--- config.mk ---
export PLATFORM = sky130hd
export DESIGN_NAME = mux_rr_nx1
export DESIGN_NICKNAME = d
export VERILOG_FILES = /design/src/rtl/mux_rr_nx1.sv
export SDC_FILE = /design/constraint.sdc
export NUM_CORES = 1
export LEC_CHECK = 0
export CORE_AREA = 2 2 69 71
export CTS_CLUSTER_SIZE = 20
export DETAILED_ROUTE_END_ITERATION = 7
export DIE_AREA = 0 0 71 73
export SLEW_MARGIN = 15
export SYNTH_ARGS = -nofsm -noshare
export SYNTH_HDL_FRONTEND = slang
export SYNTH_SLANG_ARGS = --single-unit
export TNS_END_PERCENT = 50
--- constraint.sdc ---
create_clock -name clk -period 9.4 [get_ports clk]
set_clock_uncertainty 0.2 [all_clocks]
set_input_delay 1.88 -clock clk [delete_from_list [all_inputs] [get_ports clk]]
set_output_delay 1.88 -clock clk [all_outputs]
set_load 0.01 [all_outputs]
--- src/rtl/mux_rr_nx1.sv ---
// mux_rr_nx1: N-input valid/ready stream mux with a one-deep registered output stage.
// Round-robin arbitration by default; define MUX_RR_FIXED_PRIO_EN for lowest-index-wins priority.
module mux_rr_nx1 #(
  parameter  int WIDTH = 8,
  parameter  int N     = 4,
  localparam int SEL_W = $clog2(N)
) (
  input  logic               clk,
  input  logic               rst,
  input  logic [N*WIDTH-1:0] in,
  input  logic [N-1:0]       in_valid,
  output logic [N-1:0]       in_ready,
  output logic [WIDTH-1:0]   out,
  output logic               out_valid,
  input  logic               out_ready,
  output logic [SEL_W-1:0]   out_sel
);

  logic [WIDTH-1:0] words [N];

  for (genvar gi = 0; gi < N; gi++) begin : g_unpack
    assign words[gi] = in[gi*WIDTH +: WIDTH];
  end

  logic [WIDTH-1:0] out_reg, out_next;
  logic [SEL_W-1:0] sel_reg, sel_next;
  logic             valid_reg, valid_next;
  logic             can_accept;
  logic             load;
  logic [N-1:0]     grant;
  logic [SEL_W-1:0] grant_idx;
  logic [SEL_W-1:0] search_base;
  logic [SEL_W-1:0] idx;
  logic             found;

  // The output stage can take a word when it is empty or being drained this cycle.
  assign can_accept = ~valid_reg | out_ready;
  assign load       = can_accept & (|in_valid);
  assign in_ready   = grant & {N{can_accept & ~rst}};

`ifdef MUX_RR_FIXED_PRIO_EN
  // A constant base of N-1 makes the search start at channel 0: lowest index wins.
  assign search_base = SEL_W'(N - 1);
`else
  logic [SEL_W-1:0] last_reg;

  assign search_base = last_reg;

  always_ff @(posedge clk) begin
    if (rst) begin
      last_reg <= SEL_W'(N - 1);
    end else if (load) begin
      last_reg <= grant_idx;
    end
  end
`endif

  // Search starts one past the base and wraps modulo N; first requester wins.
  always_comb begin
    grant     = '0;
    grant_idx = '0;
    found     = 1'b0;
    idx       = '0;
    for (int k = 1; k <= N; k++) begin
      idx = SEL_W'((int'(search_base) + k) % N);
      if (!found && in_valid[idx]) begin
        found      = 1'b1;
        grant[idx] = 1'b1;
        grant_idx  = idx;
      end
    end
  end

  always_comb begin
    out_next   = out_reg;
    sel_next   = sel_reg;
    valid_next = valid_reg;
    if (load) begin
      out_next   = words[grant_idx];
      sel_next   = grant_idx;
      valid_next = 1'b1;
    end else if (out_ready) begin
      valid_next = 1'b0;
    end
  end

  always_ff @(posedge clk) begin
    if (rst) begin
      out_reg   <= '0;
      sel_reg   <= '0;
      valid_reg <= 1'b0;
    end else begin
      out_reg   <= out_next;
      sel_reg   <= sel_next;
      valid_reg <= valid_next;
    end
  end

  assign out       = out_reg;
  assign out_sel   = sel_reg;
  assign out_valid = valid_reg;

endmodule

==> impl_metrics.env <==
export IMPL_outcome="finished clean"
export IMPL_drive_gt1_frac=0.0841
export IMPL_post_cts_resized=0
export IMPL_drc=0
export IMPL_worst_ep_arrival_time_ps=4600
export IMPL_synthDistinctLibCells=51
export IMPL_largest_register_ffs=8
export IMPL_fin_crit_ps=6680
export IMPL_p_per_area_nw_per_um2=241
export IMPL_cts_root_buf="clkbuf_8"
export IMPL_worst_pin_slew_ps=735
export IMPL_clock_sinks=13
export IMPL_synthArstFlopShare=0
export IMPL_htree_num_levels=1
export IMPL_holdBufCountCts=0
export IMPL_fmax_mhz=150
export IMPL_regArea_sq_um=260
export IMPL_use_met3=0.0193
export IMPL_num_antenna_cells=0
export IMPL_grt_pass1_wl_microns=6380
export IMPL_antenna_found_initial=0
export IMPL_yosys_area_share_adder=0.0670
export IMPL_ant_nets=0
export IMPL_synthCells=183
export IMPL_leakagePower_nw=0.830
export IMPL_cp_max_fo=13
export IMPL_maxSlewViolCount=0
export IMPL_ir_drop_mv=0.0926
export IMPL_die_height_microns=73
export IMPL_worstSetupStartpoint="in_valid[3]"
export IMPL_drt_pre_antenna_iters=6
export IMPL_utilization=0.452
export IMPL_ys_warn_count=0
export IMPL_end_kind="output port"
export IMPL_synth_enable_flop_cells=0
export IMPL_coreArea_sq_um=4540
export IMPL_dp_cells=276
export IMPL_final_cell_mix="clkdlybuf4s50_1 (53), nor2_1 (21), a21oi_1 (13), dfxtp_1 (13), nand2_1 (12)"
export IMPL_use_met1=0.239
export IMPL_cts_clk_slew_worst_paths_ps=60
export IMPL_yosys_area_share_simple=0.214
export IMPL_grt_met2_usage=0.214
export IMPL_synth_area_sq_um=1490
export IMPL_nets=274
export IMPL_synth_seq_area_share=0.174
export IMPL_multi_input_area_sq_um=1110
export IMPL_grt_pass1_vias=1330
export IMPL_vias=1532
export IMPL_min_from="out_sel[1]"
export IMPL_cts_buffers=3
export IMPL_dr_first_iter_drc_count=82
export IMPL_setup_worst_path_start_class="input pin"
export IMPL_clk_latency_ps=240
export IMPL_setup_viol=0
export IMPL_required_ps=7320
export IMPL_setup_tns_ps=0
export IMPL_initial_utilization=0.329
export IMPL_busiest_layer="met1"
export IMPL_place_gp_congestion=0.810
export IMPL_worstReg2RegStart="last_reg[0]"
export IMPL_synth_fp_nets=230
export IMPL_worstRegToRegCells=9
export IMPL_via_per_inst=5.47
export IMPL_post_cts_buffers=0
export IMPL_dp_hpwl_microns=2960
export IMPL_track_usage=0.151
export IMPL_syn_avg_cell_area_sq_um=8.16
export IMPL_die_area_sq_um=5180
export IMPL_holdCritPathClass="reg -> reg"
export IMPL_yosys_most_used_dff="dfxtp_1"
export IMPL_final_hold_violation_count=0
export IMPL_critPathKind="in -> out"
export IMPL_die_x_microns=71
export IMPL_fin_cells=280
export IMPL_rows=25
export IMPL_synth_seq_cells=13
export IMPL_synth_mux_area_frac=0.120
export IMPL_wl_per_cell_microns=14.2
export IMPL_cts_tree="built"
export IMPL_n_fill_cell=458
export IMPL_period_share=0.711
export IMPL_portBuffers=53
export IMPL_fin_hold_ws_ps=265
export IMPL_io_pin_count=54
export IMPL_relSlewSlack=0.506
export IMPL_rsz0062_at_grt="no"
export IMPL_holdPathStages=2
export IMPL_totalWireLength_microns=3970
export IMPL_synth_top_family_by_area="compound AO/OA/AOI/OAI gates"
export IMPL_cts_max_path_buffers=2
export IMPL_grt_max_degree=33
export IMPL_area_delta_synth_final_pct=37.1
export IMPL_synth_compound_area_share=0.343
export IMPL_cap_violations=0
export IMPL_layout_commonest_cell="clkdlybuf4s50_1"
export IMPL_p_total_mw=0.493
export IMPL_synthXorXnorAreaFrac=0
export IMPL_grt_ovfl_total=0
==> final timing paths <==
check,endpoint,slack (ps)
min,out_sel[1],260
max,in_ready[2],2720
max reg2reg,out[3],5750
min reg2reg,out_sel[1],260
==> worst max-delay path, stage by stage <==
cell	delay [ps]
clkdlybuf4s50_1	610
mux4_2	610
nor2b_1	530
a22oi_1	140
nor2_1	120
a221oi_1	60
nor2_1	110
clkdlybuf4s50_1	540
==> cells in the mapped netlist, types with 3 or more instances <==
cell | n | area, sq um
a311oi_1 | 7 | 61.3
a221o_1 | 7 | 70.1
a221oi_1 | 5 | 43.8
nor2_1 | 21 | 78.8
o21ai_0 | 8 | 40.0
nand2_1 | 12 | 45.0
mux2i_1 | 10 | 100
and3_1 | 8 | 50.1
a22oi_1 | 4 | 30.0
buf_4 | 3 | 22.5
ha_1 | 8 | 100
dfxtp_1 | 13 | 260
buf_2 | 5 | 25.0
clkbuf_1 | 5 | 18.8
inv_1 | 4 | 15.0
nor3_1 | 3 | 15.0
mux4_2 | 3 | 67.6
a21oi_1 | 13 | 65.1
a21boi_0 | 7 | 52.6
==> stage by stage <==
stage | cell area (sq um) | setup slack (ps)
floorplan | 1490 | 4010
global placement | 2000 | 2770
detailed placement | 2000 | 2710
CTS | 2050 | 2710
global route | 2050 | 2500
finish | 2050 | 2720
==> where the power goes <==
part / switching (mW) / internal (mW) / leakage (nW) / total, mW
sequential: 0.0127 / 0.0744 / 0.108 / 0.0871
clock: 0.0206 / 0.0300 / 0.0228 / 0.0505
combinational: 0.191 / 0.164 / 0.699 / 0.355
total: 0.224 / 0.269 / 0.830 / 0.493
==> logic make-up (layout without fill, tap and decap cells) <==
logic type | Yosys count | count (layout)
adder cells (fa/ha/maj) | 8 | 8
buffers and inverters | 21 | 64
flip-flops | 13 | 13
AND/OR/NAND/NOR | 60 | 60
multiplexers | 14 | 14
AO/OA/AOI/OAI | 67 | 67
==> cell type report <==
cell class,instances,area share
clock buffer,4,0.0220
sequential,13,0.127
inverter,5,0.00916
tap,54,0.0330
timing repair buffer,55,0.266
multi-input combinational,149,0.542
==> per-layer routing <==
| metal | part of all wire | vias to the layer above | wire [microns] |
|---|---|---|---|
| li1 | - | 789 | - |
| met1 | 0.53 | 696 | 2080 |
| met2 | 0.42 | 43 | 1660 |
| met3 | 0.046 | 4 | 184 |
| met4 | 0.0088 | 0 | 35 |
| met5 | 0 | - | 0 |
(Power assumes the default switching activity.)
